**config.mk**
```make
export PLATFORM = sky130hd
export DESIGN_NAME = carry_select_subtractor_16bit_pipe
export DESIGN_NICKNAME = d
export VERILOG_FILES = /design/src/rtl/carry_select_subtractor_16bit_pipe.sv
export SDC_FILE = /design/constraint.sdc
export NUM_CORES = 1
export LEC_CHECK = 0
export CAP_MARGIN = 20
export CORE_AREA = 3 3 102 80
export DETAILED_ROUTE_END_ITERATION = 8
export DIE_AREA = 0 0 105 83
export DONT_BUFFER_PORTS = 1
export GPL_TIMING_DRIVEN = 0
export PLACE_DENSITY = 0.77
export SYNTH_ARGS = -nofsm -noshare
export SYNTH_HDL_FRONTEND = slang
export SYNTH_SLANG_ARGS = --single-unit
export TNS_END_PERCENT = 30
```
**constraint.sdc**
```tcl
create_clock -name clk -period 2.18 [get_ports clk]
set_input_delay 0.109 -clock clk [delete_from_list [all_inputs] [get_ports clk]]
set_output_delay 0.109 -clock clk [all_outputs]
set_load 0.02 [all_outputs]
```
**src/rtl/carry_select_subtractor_16bit_pipe.sv**
```systemverilog
// ---------------------------------------------------------------------------
// carry_select_subtractor_16bit_pipe : 4-stage pipelined a - b - bin, 4-bit carry-select slices
// Rev 1.0
// ---------------------------------------------------------------------------
`default_nettype none

module carry_select_subtractor_16bit_pipe #(
  parameter int WIDTH = 16,
  parameter int SLICE = 4
) (
  input  logic             clk,
  input  logic             rst_n,
  input  logic             in_valid,
  output logic             in_ready,
  input  logic [WIDTH-1:0] a,
  input  logic [WIDTH-1:0] b,
  input  logic             bin,
  output logic             out_valid,
  input  logic             out_ready,
  output logic [WIDTH-1:0] diff,
  output logic             bout,
  output logic             ovf
);

  localparam int P1 = WIDTH - SLICE;
  localparam int P2 = WIDTH - 2 * SLICE;
  localparam int P3 = WIDTH - 3 * SLICE;

  // Both borrow-in candidates are formed up front; bit SLICE of each is its borrow-out.
  function automatic logic [SLICE:0] cs_slice(input logic [SLICE-1:0] x,
                                              input logic [SLICE-1:0] y,
                                              input logic             bi);
    logic [SLICE:0] d0;
    logic [SLICE:0] d1;
    d0 = {1'b0, x} - {1'b0, y};
    d1 = {1'b0, x} - {1'b0, y} - {{SLICE{1'b0}}, 1'b1};
    return bi ? d1 : d0;
  endfunction

  logic              r_v1, r_v2, r_v3, r_v4;
  logic [SLICE-1:0]  r_d1;
  logic [2*SLICE-1:0] r_d2;
  logic [3*SLICE-1:0] r_d3;
  logic [WIDTH-1:0]  r_d4;
  logic [P1-1:0]     r_a1, r_b1;
  logic [P2-1:0]     r_a2, r_b2;
  logic [P3-1:0]     r_a3, r_b3;
  logic              r_c1, r_c2, r_c3, r_c4;
  logic              r_sa1, r_sa2, r_sa3, r_sa4;
  logic              r_sb1, r_sb2, r_sb3, r_sb4;

  logic              w_adv1, w_adv2, w_adv3, w_adv4;
  logic [SLICE:0]    w_s0, w_s1, w_s2, w_s3;

  assign w_adv4 = !r_v4 || out_ready;
  assign w_adv3 = !r_v3 || w_adv4;
  assign w_adv2 = !r_v2 || w_adv3;
  assign w_adv1 = !r_v1 || w_adv2;

  assign w_s0 = cs_slice(a[SLICE-1:0], b[SLICE-1:0], bin);
  assign w_s1 = cs_slice(r_a1[SLICE-1:0], r_b1[SLICE-1:0], r_c1);
  assign w_s2 = cs_slice(r_a2[SLICE-1:0], r_b2[SLICE-1:0], r_c2);
  assign w_s3 = cs_slice(r_a3, r_b3, r_c3);

  always_ff @(posedge clk or negedge rst_n) begin
    if (!rst_n) begin
      r_v1 <= 1'b0; r_v2 <= 1'b0; r_v3 <= 1'b0; r_v4 <= 1'b0;
      r_d1 <= '0;   r_d2 <= '0;   r_d3 <= '0;   r_d4 <= '0;
      r_a1 <= '0;   r_b1 <= '0;   r_a2 <= '0;   r_b2 <= '0;
      r_a3 <= '0;   r_b3 <= '0;
      r_c1 <= 1'b0; r_c2 <= 1'b0; r_c3 <= 1'b0; r_c4 <= 1'b0;
      r_sa1 <= 1'b0; r_sa2 <= 1'b0; r_sa3 <= 1'b0; r_sa4 <= 1'b0;
      r_sb1 <= 1'b0; r_sb2 <= 1'b0; r_sb3 <= 1'b0; r_sb4 <= 1'b0;
    end else begin
      if (w_adv1) begin
        r_v1  <= in_valid;
        r_d1  <= w_s0[SLICE-1:0];
        r_c1  <= w_s0[SLICE];
        r_a1  <= a[WIDTH-1:SLICE];
        r_b1  <= b[WIDTH-1:SLICE];
        r_sa1 <= a[WIDTH-1];
        r_sb1 <= b[WIDTH-1];
      end
      if (w_adv2) begin
        r_v2  <= r_v1;
        r_d2  <= {w_s1[SLICE-1:0], r_d1};
        r_c2  <= w_s1[SLICE];
        r_a2  <= r_a1[P1-1:SLICE];
        r_b2  <= r_b1[P1-1:SLICE];
        r_sa2 <= r_sa1;
        r_sb2 <= r_sb1;
      end
      if (w_adv3) begin
        r_v3  <= r_v2;
        r_d3  <= {w_s2[SLICE-1:0], r_d2};
        r_c3  <= w_s2[SLICE];
        r_a3  <= r_a2[P2-1:SLICE];
        r_b3  <= r_b2[P2-1:SLICE];
        r_sa3 <= r_sa2;
        r_sb3 <= r_sb2;
      end
      if (w_adv4) begin
        r_v4  <= r_v3;
        r_d4  <= {w_s3[SLICE-1:0], r_d3};
        r_c4  <= w_s3[SLICE];
        r_sa4 <= r_sa3;
        r_sb4 <= r_sb3;
      end
    end
  end

  assign in_ready  = w_adv1;
  assign out_valid = r_v4;
  assign diff      = r_d4;
  assign bout      = r_c4;
  assign ovf       = (r_sa4 != r_sb4) && (r_d4[WIDTH-1] != r_sa4);

endmodule

`default_nettype wire

```
======== Yosys cells after proc, flatten, opt, wreduce, memory -nomap -nowiden ========
Cells that the tools add are included.
W data, S select, Z words.
word-level totals
  register bits after elaboration ......... 104
  latch bits .............................. 0
  memory bits (writable) .................. 0
  bits in read-only memories .............. 0
  bits of input ports ..................... 37
  output and inout bits ................... 20
  word-level logic and storage cells ...... 49
  memories ................................ 0
cells by class
  add/subtract/negate cells ............... 8
  multipliers ............................. 0
  div/mod/pow operators ................... 0
  magnitude comparators ................... 0
  equality and inequality tests ........... 2
  shift operators ......................... 0
  mux-type cells .......................... 4
  bitwise logic cells ..................... 0
  reductions and logical operators ........ 9
operators by type and width
  cell                   count
  $mux W5                4
  $sub A4 B4 Y5          4
  $sub A5 B1 Y5 const B  4
  $logic_not A1 Y1       4
  $logic_or A1 B1 Y1     4
  $ne A1 B1 Y1           2
  $logic_and A1 B1 Y1    1

======== Longest topological paths before layout ========
Gate-level depths: netlist of run 1.
  word-level depth ........................ 5
  depth in mapped cells ................... 9
  mapped depth without buffers ............ 9

======== Least setup slack after synthesis of run 1 ========
OpenSTA, ideal clock, no wires.
  path type ............................... register -> register
  from .................................... register r_a1[0]
  to ...................................... register r_c2
  setup time .............................. 0.077 ns
  arrival time ............................ 1.819 ns
  required time ........................... 2.103 ns
  slack ................................... 0.283 ns
  stages on the path, launching flop included .. 10
  path buffers ............................ 0
  period minus slack after synthesis ...... 1.897 ns
  path through ............................ dfrtp_1 -> inv_1 -> ha_1 -> fa_1 -> ha_1 -> nand2_1 -> nor3b_1 -> mux2i_1 -> xor2_1 -> a21oi_1
between the ends
  cells in the longest elaborated chain, start to end .. 3
ends and longest elaborated chain
  element                 line    RTL
  start, declared         45      logic [P1-1:0] r_a1, r_b1;
  start signal, assigned  79      r_a1 <= a[WIDTH-1:SLICE];
  $sub A4 B4 Y5 *         35, 36
  $sub A5 B1 Y5           36      d1 = {1'b0, x} - {1'b0, y} - {{SLICE{1'b0}}, 1'b1};
  $mux W5 *               37      return bi ? d1 : d0;
  end signal, assigned    87      r_c2 <= w_s1[SLICE];
  end, declared           48      logic r_c1, r_c2, r_c3, r_c4;
Every way passes the cells marked *; elsewhere a longest branch is shown, timed or not.
A chain may end at the register's enable or synchronous reset.

======== Worst setup path after layout of run 1 ========
Ends and elaborated chain as after synthesis.

==> results of run 1 <==
==> worst min path at each step <==
stage	slack (ns)	start	end	depth (start not counted)
5_1_grt	-0.59	rst_n	diff[12]$_DFFE_PN0P_	0
6_report	-0.56	rst_n	diff[14]$_DFFE_PN0P_	0
3_5_place_dp	-0.18	rst_n	diff[14]$_DFFE_PN0P_	0
4_1_cts	-0.58	rst_n	r_a1[1]$_DFFE_PN0P_	0
2_1_floorplan	-0.19	rst_n	bout$_DFFE_PN0P_	0
3_3_place_gp	-0.18	rst_n	diff[12]$_DFFE_PN0P_	0
==> registers in the layout, indices dropped and copies added (netlist names), 8 cells and up <==
signal,flops
r_b1,12
r_d3,12
diff,16
r_b2,8
r_a2,8
r_a1,12
r_d2,8
==> synth_stat cells (all sizes together) (4+ instances only) <==
cell	instances	area share
nor2	17	0.014
inv	24	0.020
dfrtp	98	0.54
o21ai	24	0.027
fa	4	0.018
a21oi	23	0.026
xor2	14	0.027
mux2	63	0.16
nand2b	4	0.0056
nand2	28	0.023
ha	20	0.056
a21o	4	0.0069
buf	10	0.013
xnor2	7	0.014
==> through the flow <==
| stage | instances | worst slack [ns] | area, um2 | power [mW] |
|---|---|---|---|---|
| after global routing | 512 | 0.000576 | 5110 | 5.75 |
| after detailed placement | 469 | 0.138 | 4630 | 4.24 |
| after floorplan | 368 | 0.283 | 4500 | 3.91 |
| after global placement | 469 | 0.177 | 4630 | 4.15 |
| final | 512 | 0.140 | 5110 | 5.38 |
| after CTS | 511 | 0.122 | 5080 | 5.42 |
==> timing repair <==
| item | in CTS | in global routing |
|---|---|---|
| endpoints found under the setup margin | 0 | 1 |
| setup buffers | 0 | 1 |
| hold endpoints to repair | 125 | 98 |
| gates resized for setup | 0 | 4 |
==> cells by family after synthesis <==
group	after synthesis	synth area share
AND/OR/NAND/NOR	68	0.0772
multiplexers	65	0.162
buffers and inverters	37	0.0356
XOR/XNOR	21	0.0408
adder cells (fa/ha/maj)	24	0.0734
flip-flops	98	0.545
AO/OA/AOI/OAI	55	0.0664
==> power by group through the flow <==
| stage | clock [mW] | combinational (mW) | sequential, mW |
|---|---|---|---|
| 2_1_floorplan | 0 | 1.13 | 2.78 |
| 3_3_place_gp | 0 | 1.28 | 2.87 |
| 3_5_place_dp | 0 | 1.34 | 2.90 |
| 4_1_cts | 1.16 | 1.39 | 2.86 |
| 5_1_grt | 1.24 | 1.59 | 2.93 |
| 6_report | 1.13 | 1.40 | 2.85 |
==> cells in the final DEF, fill, tap and decap left out, types with 14 or more instances in the layout <==
cell / n
a21oi_1: 23
dfrtp_1: 98
dlygate4sd3_1: 26
ha_1: 20
inv_1: 24
mux2_1: 37
mux2_2: 26
nand2_1: 27
nor2_1: 17
xor2_1: 14
==> per-layer routing <==
| layer | part of all wire | GRT usage | vias to the layer above |
|---|---|---|---|
| met5 | 0 | 0 | - |
| met1 | 0.44 | 0.246 | 1394 |
| met4 | 0.015 | 0.0501 | 0 |
| li1 | - | - | 1325 |
| met3 | 0.043 | 0.0544 | 12 |
| met2 | 0.50 | 0.320 | 63 |
==> worst register-to-register path: cells and delay by family, from the launching register on <==
kind / cells / cell delay, ns
fa+ha+maj: 3 / 0.95
flops: 1 / 0.34
xor+xnor: 1 / 0.17
compound gates: 1 / 0.08
simple gates: 2 / 0.17
mux: 1 / 0.17
buf+inv: 1 / 0.05
==> layout make-up <==
class,count,area share
clock inverter,7,0.0137
inverter,24,0.0176
tap,101,0.0247
clock buffer,9,0.0242
timing repair buffer,27,0.0524
multi-input combinational,233,0.374
buffer,13,0.0137
sequential,98,0.480
==> results.toml, run 1 <==
[critical_path]
cp_top_family = "adder cells"
crit_start = "r_a1[0]$_DFFE_PN0P_"
startpoint_type = "register"
path_buf_inv = 1
slowest_stage = "fa_1"
cp_common_cell = "ha_1"
path_cells = "inv_1, ha_1, fa_1, ha_1, nand2_2, nor3b_2, mux2i_1, xor2_1, a21oi_1"
cp_data_arrival_time_ns = 2.27
path_depth = 9
ff2ff_setup_slack_ns = 0.14
r2r-start = "r_a1[0]$_DFFE_PN0P_"
critPathRequiredTime_ns = 2.41
crit_type = "register to register"
crit_path_max_incr_delay_ns = 0.49
r2r_cells = 9
worstReg2RegEnd = "r_c2$_DFFE_PN0P_"
cp_max_fo = 3
cp-endpoint = "r_c2$_DFFE_PN0P_"
end_kind = "register"

[cts]
h-tree-depth = 3
clk_pin_slew_ns = 0.09
cts_tree = "yes"
clock-sinks = 98
cts_buffers = 9
cts_max_path_buffers = 2
postCtsHoldBufs = 26
clk_latency_ns = 0.36
cts_root_buffer = "clkbuf_8"

[power]
p_int_mw = 3.59
sw_frac_of_total = 0.333
leakagePower_nw = 2.27
seq_power_share = 0.530
clockPowerShare = 0.210
p_comb_frac = 0.260
p_per_area_nw_per_um2 = 1050
power_switching_mw = 1.79
ir_drop_v = 0.000462

[detailed_routing]
remaining_drc_errors = 0
drt-initial-drc-count = 122
viasPerCell = 5.46
routed_wl_mm = 7.78
firstDrtPassIters = 4
vias = 2794
route.detailed.wl_per_inst_um = 15.2
ant_nets = 0

[die]
die_w_um = 105
io_pins = 57
die_h_um = 83
core_region_area_um2 = 7230
start_util = 0.623
rows = 27
die-area_um2 = 8720

[logic_synthesis]
synth-main-ff-cell = "dfrtp_1"
syn-num-nets = 429
ys_ff_latch = 98
async_flop_share = 1.00
synth.distinct_cells = 36
yosysSeqAreaShare = 0.545
synth_warnings = 0
postSynthCellCount = 368
avgSynthCellArea_um2 = 12.2
syn_area_um2 = 4500
synth_edf_count = 0

[run_status]
outcome = "complete, but fails checks"
violations = "negative hold slack"

[placement]
place.gp.congestion = 0.766
hpwlAfterDp_mm = 5.33
io_buffers = 0

[timing]
rsz0062_at_grt = "no"
finalCritPeriodShare = 0.936
min_period_ns = 2.04
slew_headroom = 0.531
slew_violations = 0
max_freq_ghz = 0.490
whs_ns = -0.561
hold_violations = 98
skew_ns = 0.00643
fin_tns_setup_ns = 0
worstMarginPinSlew_ns = 0.704
setup_viol = 0

[job]
maxCapViolCount = 0

[finish]
multiInputGateArea_um2 = 1910
seq_area_um2 = 2450
antenna_cells = 0
area_delta_synth_final_pct = 13.5
layout-drive-gt1-share = 0.141
final_nets = 467
final_util = 0.707
n_fill_cell = 519

[global_routing]
gr-total-overflow = 0
grt_pass1_wl_mm = 13.4
grt_pass1_vias = 2800
grt_max_degree = 99
track_usage = 0.191
antenna_found_initial = 0

[worst_hold_path]
hold_path_class = "primary input to asynchronous set/reset pin"
No activity file was read; power rests on OpenSTA's default activity.
==> inputs of run 2 (changes only) <==
--- a/config.mk
+++ b/config.mk
@@ -7,10 +7,12 @@
 export LEC_CHECK = 0
 export CAP_MARGIN = 20
 export CORE_AREA = 3 3 102 80
+export CTS_BUF_LIST = sky130_fd_sc_hd__clkbuf_4 sky130_fd_sc_hd__clkbuf_8
 export DETAILED_ROUTE_END_ITERATION = 8
 export DIE_AREA = 0 0 105 83
 export DONT_BUFFER_PORTS = 1
 export GPL_TIMING_DRIVEN = 0
+export MAX_ROUTING_LAYER = met4
 export PLACE_DENSITY = 0.77
 export SYNTH_ARGS = -nofsm -noshare
 export SYNTH_HDL_FRONTEND = slang
==> results.toml, run 2 (same netlist as run 1, synthesis figures left out) <==
[finish]
antenna_cells = 0
layout_commonest_cell = "dfrtp_1"
area_delta_synth_final_pct = 13.5
largest_reg_flops = 16
layout_common_cells = "98 x dfrtp_1, 37 x mux2_1, 27 x nand2_1, 26 x mux2_2, 26 x dlygate4sd3_1"
layout-drive-gt1-share = 0.141
final_nets = 467

[critical_path]
critPathRequiredTime_ns = 2.41
path_buf_inv = 1
cp_data_arrival_time_ns = 2.27
end_kind = "register"
slowest_stage = "fa_1"
crit_start = "r_a1[0]$_DFFE_PN0P_"
cp_common_cell = "ha_1"
cp_max_fo = 3
cp_top_family = "adder cells"
path_cells = "inv_1, ha_1, fa_1, ha_1, nand2_2, nor3b_2, mux2i_1, xor2_1, a21oi_1"
crit_type = "register to register"
ff2ff_setup_slack_ns = 0.14
r2r-start = "r_a1[0]$_DFFE_PN0P_"
crit_path_max_incr_delay_ns = 0.49
startpoint_type = "register"

[power]
p_int_mw = 3.59
seq_power_share = 0.530
p_comb_frac = 0.260
leakagePower_nw = 2.27
sw_frac_of_total = 0.332
clockPowerShare = 0.210
p_per_area_nw_per_um2 = 1050
power_switching_mw = 1.79
ir_drop_v = 0.000460

[detailed_routing]
viasPerCell = 5.43
firstDrtPassIters = 4
remaining_drc_errors = 0
route.detailed.wl_per_inst_um = 15.2
ant_nets = 0
routed_wl_mm = 7.77
vias = 2780
drt-initial-drc-count = 107

[timing]
min_period_ns = 2.04
max_freq_ghz = 0.490
slew_violations = 0
hold_violations = 98
finalCritPeriodShare = 0.936
slew_headroom = 0.527
whs_ns = -0.560
setup_viol = 0
rsz0062_at_grt = "no"
fin_tns_setup_ns = 0
worstMarginPinSlew_ns = 0.710
worst_slack_ns = 0.138
skew_ns = 0.00646

[die]
die-area_um2 = 8720
io_pins = 57
die_h_um = 83
die_w_um = 105
start_util = 0.623
rows = 27
core_region_area_um2 = 7230

[cts]
h-tree-depth = 3
cts_max_path_buffers = 2
cts_tree = "yes"
clk_latency_ns = 0.35
cts_buffers = 9
cts_root_buffer = "clkbuf_8"
clock-sinks = 98
postCtsHoldBufs = 26
clk_pin_slew_ns = 0.09

[global_routing]
grt_pass1_vias = 2794
grt_pass1_wl_mm = 13.4
antenna_found_initial = 0
grt_max_degree = 99
track_usage = 0.197
gr-total-overflow = 0

[run_status]
outcome = "complete, but fails checks"
violations = "negative hold slack"

[placement]
place.gp.congestion = 0.777
dp_slack_ns = 0.138
io_buffers = 0
hpwlAfterDp_mm = 5.33

[job]
maxCapViolCount = 0

[worst_hold_path]
hold_path_class = "primary input to asynchronous set/reset pin"
run 2: cell counts in the layout (fill, tap and decap cells not counted):
No cell type changed its count.
run 2: worst reg2reg max path, delay by kind of cell, from the launching register on:
family	cells	cell delay, ns
xor+xnor	1	0.17
flops	1	0.34
compound gates	1	0.08
buf+inv	1	0.05
mux	1	0.17
fa+ha+maj	3	0.95
simple gates	2	0.17
run 2: what timing repair did:
action,CTS,global route
endpoints found under the setup margin,0,1
resized for setup,0,4
buffers inserted,0,1
endpoints found under the hold margin,125,98
run 2: path summary, 6_finish.rpt:
check	cells past startpoint	end
setup / recovery	9	r_c2$_DFFE_PN0P_
hold / removal	0	diff[14]$_DFFE_PN0P_
setup reg to reg	9	r_c2$_DFFE_PN0P_
hold reg to reg	2	r_a3[1]$_DFFE_PN0P_
max in group asynchronous	0	r_d1[1]$_DFFE_PN0P_
min in group clk	4	r_d1[3]$_DFFE_PN0P_
run 2: layer usage:
metal	share of wire	track usage	vias to the layer above
li1	-	-	1324
met1	0.45	0.247	1387
met3	0.038	0.0528	11
met5	0	-	-
met2	0.50	0.320	58
met4	0.016	0.0501	0
run 2: final cells by class:
class	instances	area [um2]
Multi-Input combinational cell	233	1910
Sequential cell	98	2450
Buffer	13	70.1
Timing Repair Buffer	27	268
Tap cell	101	126
Fill cell	519	2120
Inverter	24	90.1
Clock inverter	7	70.1
Clock buffer	9	124
run 2: metrics by stage:
stage / hold slack, ns / instance area (um2) / std cells / util / power, mW
after global placement: -0.184 / 4630 / 469 / 0.640 / 4.15
after CTS: -0.582 / 5080 / 511 / 0.703 / 5.42
after floorplan: -0.187 / 4500 / 368 / - / 3.91
final: -0.560 / 5110 / 512 / 0.707 / 5.38
after detailed placement: -0.184 / 4630 / 469 / 0.640 / 4.24
after global routing: -0.593 / 5110 / 512 / 0.707 / 5.75
run 2: power groups by stage:
stage / combinational, mW / clock [mW] / sequential [mW]
2_1_floorplan: 1.13 / 0 / 2.78
3_3_place_gp: 1.28 / 0 / 2.87
3_5_place_dp: 1.34 / 0 / 2.90
4_1_cts: 1.39 / 1.16 / 2.86
5_1_grt: 1.59 / 1.24 / 2.93
6_report: 1.40 / 1.13 / 2.85
==> inputs of run 3 (changes only) <==
==> constraint.sdc (replaced) <==
create_clock -name clk -period 2.43 [get_ports clk]
set_input_delay 0.1215 -clock clk [delete_from_list [all_inputs] [get_ports clk]]
set_output_delay 0.1215 -clock clk [all_outputs]
set_load 0.02 [all_outputs]
==> results.toml, run 3 (same netlist as run 1, synthesis figures left out) <==
[global_routing]
grt_pass1_wl_mm = 13.4
antenna_found_initial = 0
track_usage = 0.197
grt_max_degree = 99
gr-total-overflow = 0
grt_pass1_vias = 2792

[timing]
hold_violations = 0
fin_tns_setup_ns = 0
worstMarginPinSlew_ns = 0.720
min_period_ns = 2.05
setup_viol = 0
slew_violations = 0
max_freq_ghz = 0.487
slew_headroom = 0.520
finalCritPeriodShare = 0.844
skew_ns = 0.00797
rsz0062_at_grt = "no"

[finish]
layout-drive-gt1-share = 0.131
antenna_cells = 0
final_nets = 468
largest_reg_flops = 16
layout_common_cells = "98 x dfrtp_1, 37 x mux2_1, 28 x nand2_1, 27 x dlygate4sd3_1, 26 x mux2_2"
layout_commonest_cell = "dfrtp_1"
area_delta_synth_final_pct = 13.7

[critical_path]
critPathRequiredTime_ns = 2.68
path_cells = "inv_1, ha_1, fa_1, xor2_1, and4_1, or3_1, nand2_1, mux2_2"
r2r_cells = 8
worstReg2RegEnd = "diff[15]$_DFFE_PN0P_"
crit_path_max_incr_delay_ns = 0.40
ff2ff_setup_slack_ns = 0.38
slowest_stage = "fa_1"
cp_max_fo = 3
cp_data_arrival_time_ns = 2.30
cp_top_family = "adder cells"
path_buf_inv = 1
startpoint_type = "register"
crit_type = "register to register"
end_kind = "register"
r2r-start = "r_a3[0]$_DFFE_PN0P_"

[cts]
cts_max_path_buffers = 2
cts_root_buffer = "clkbuf_8"
clk_pin_slew_ns = 0.09
clock-sinks = 98
post_cts_buffers = 0
cts_tree = "yes"
clk_latency_ns = 0.36
h-tree-depth = 3
cts_buffers = 9

[die]
die-area_um2 = 8720
rows = 27
io_pins = 57
die_w_um = 105
die_h_um = 83
core_region_area_um2 = 7230
start_util = 0.623

[worst_hold_path]
whs_path_depth = 4
hold_end = "r_d1[3]$_DFFE_PN0P_"
hold_path_class = "primary input to register"
min-delay-start = "bin"

[detailed_routing]
drt-initial-drc-count = 149
firstDrtPassIters = 4
routed_wl_mm = 7.75
ant_nets = 0
viasPerCell = 5.46
remaining_drc_errors = 0
route.detailed.wl_per_inst_um = 15.1
vias = 2800

[power]
p_per_area_nw_per_um2 = 945
ir_drop_v = 0.000411
leakagePower_nw = 2.27
finalPower_mw = 4.84

[run_status]
outcome = "completed"

[placement]
io_buffers = 0
hpwlAfterDp_mm = 5.33
place.gp.congestion = 0.777

[job]
maxCapViolCount = 0
run 3: worst reg2reg max path: stages, from the launching register on:
cell and delay [ns]:
dfrtp_1 0.34, inv_1 0.08, ha_1 0.23, fa_1 0.41, xor2_1 0.25, and4_1 0.25, or3_1 0.10, nand2_1 0.05
mux2_2 0.25
run 3: worst max-delay path by stage:
| stage | startpoint | end | slack [ns] | cells after the start |
|---|---|---|---|---|
| global route | r_a3[0]$_DFFE_PN0P_ | diff[15]$_DFFE_PN0P_ | 0.23 | 8 |
| floorplan | r_a1[0]$_DFFE_PN0P_ | r_c2$_DFFE_PN0P_ | 0.53 | 9 |
| finish | r_a3[0]$_DFFE_PN0P_ | diff[15]$_DFFE_PN0P_ | 0.38 | 8 |
| detailed placement | r_a1[0]$_DFFE_PN0P_ | r_c2$_DFFE_PN0P_ | 0.39 | 9 |
| CTS | r_a1[0]$_DFFE_PN0P_ | r_c2$_DFFE_PN0P_ | 0.37 | 9 |
| global placement | r_a1[0]$_DFFE_PN0P_ | r_c2$_DFFE_PN0P_ | 0.43 | 9 |
run 3: through the flow:
stage           util  cells  cell area, um2  setup WS [ns]  hold slack, ns
2_1_floorplan      -    368            4500          0.533          -0.174
3_3_place_gp   0.640    469            4630          0.427          -0.171
3_5_place_dp   0.640    469            4630          0.388          -0.172
4_1_cts        0.708    513            5120          0.372          0.0857
5_1_grt        0.708    513            5120          0.228           0.104
6_report       0.708    513            5120          0.378          0.0959
run 3: timing repair:
item / CTS / global route
hold buffers: 28 / 0
hold endpoints to repair: 125 / 0
resized for setup: 0 / 0
run 3: layout make-up:
| cell class | instances | area, um2 |
|---|---|---|
| well taps | 101 | 126 |
| flip-flops and latches | 98 | 2450 |
| plain buffers | 13 | 70.1 |
| inverters | 24 | 90.1 |
| clock buffers | 9 | 124 |
| clock inverters | 7 | 70.1 |
| repair buffers | 28 | 298 |
| multi-input cells | 233 | 1890 |
| fillers | 520 | 2110 |
run 3: metal layers:
metal / vias to the layer above / part of all wire / track usage
met1: 1396 / 0.45 / 0.249
met5: - / 0 / -
met3: 11 / 0.040 / 0.0521
met2: 63 / 0.49 / 0.321
li1: 1330 / - / -
met4: 0 / 0.016 / 0.0489
run 3: power breakdown:
group | internal, mW | switching [mW] | total [mW]
sequential | 2.09 | 0.472 | 2.56
clock | 0.471 | 0.541 | 1.01
combinational | 0.658 | 0.612 | 1.27
total | 3.21 | 1.63 | 4.84
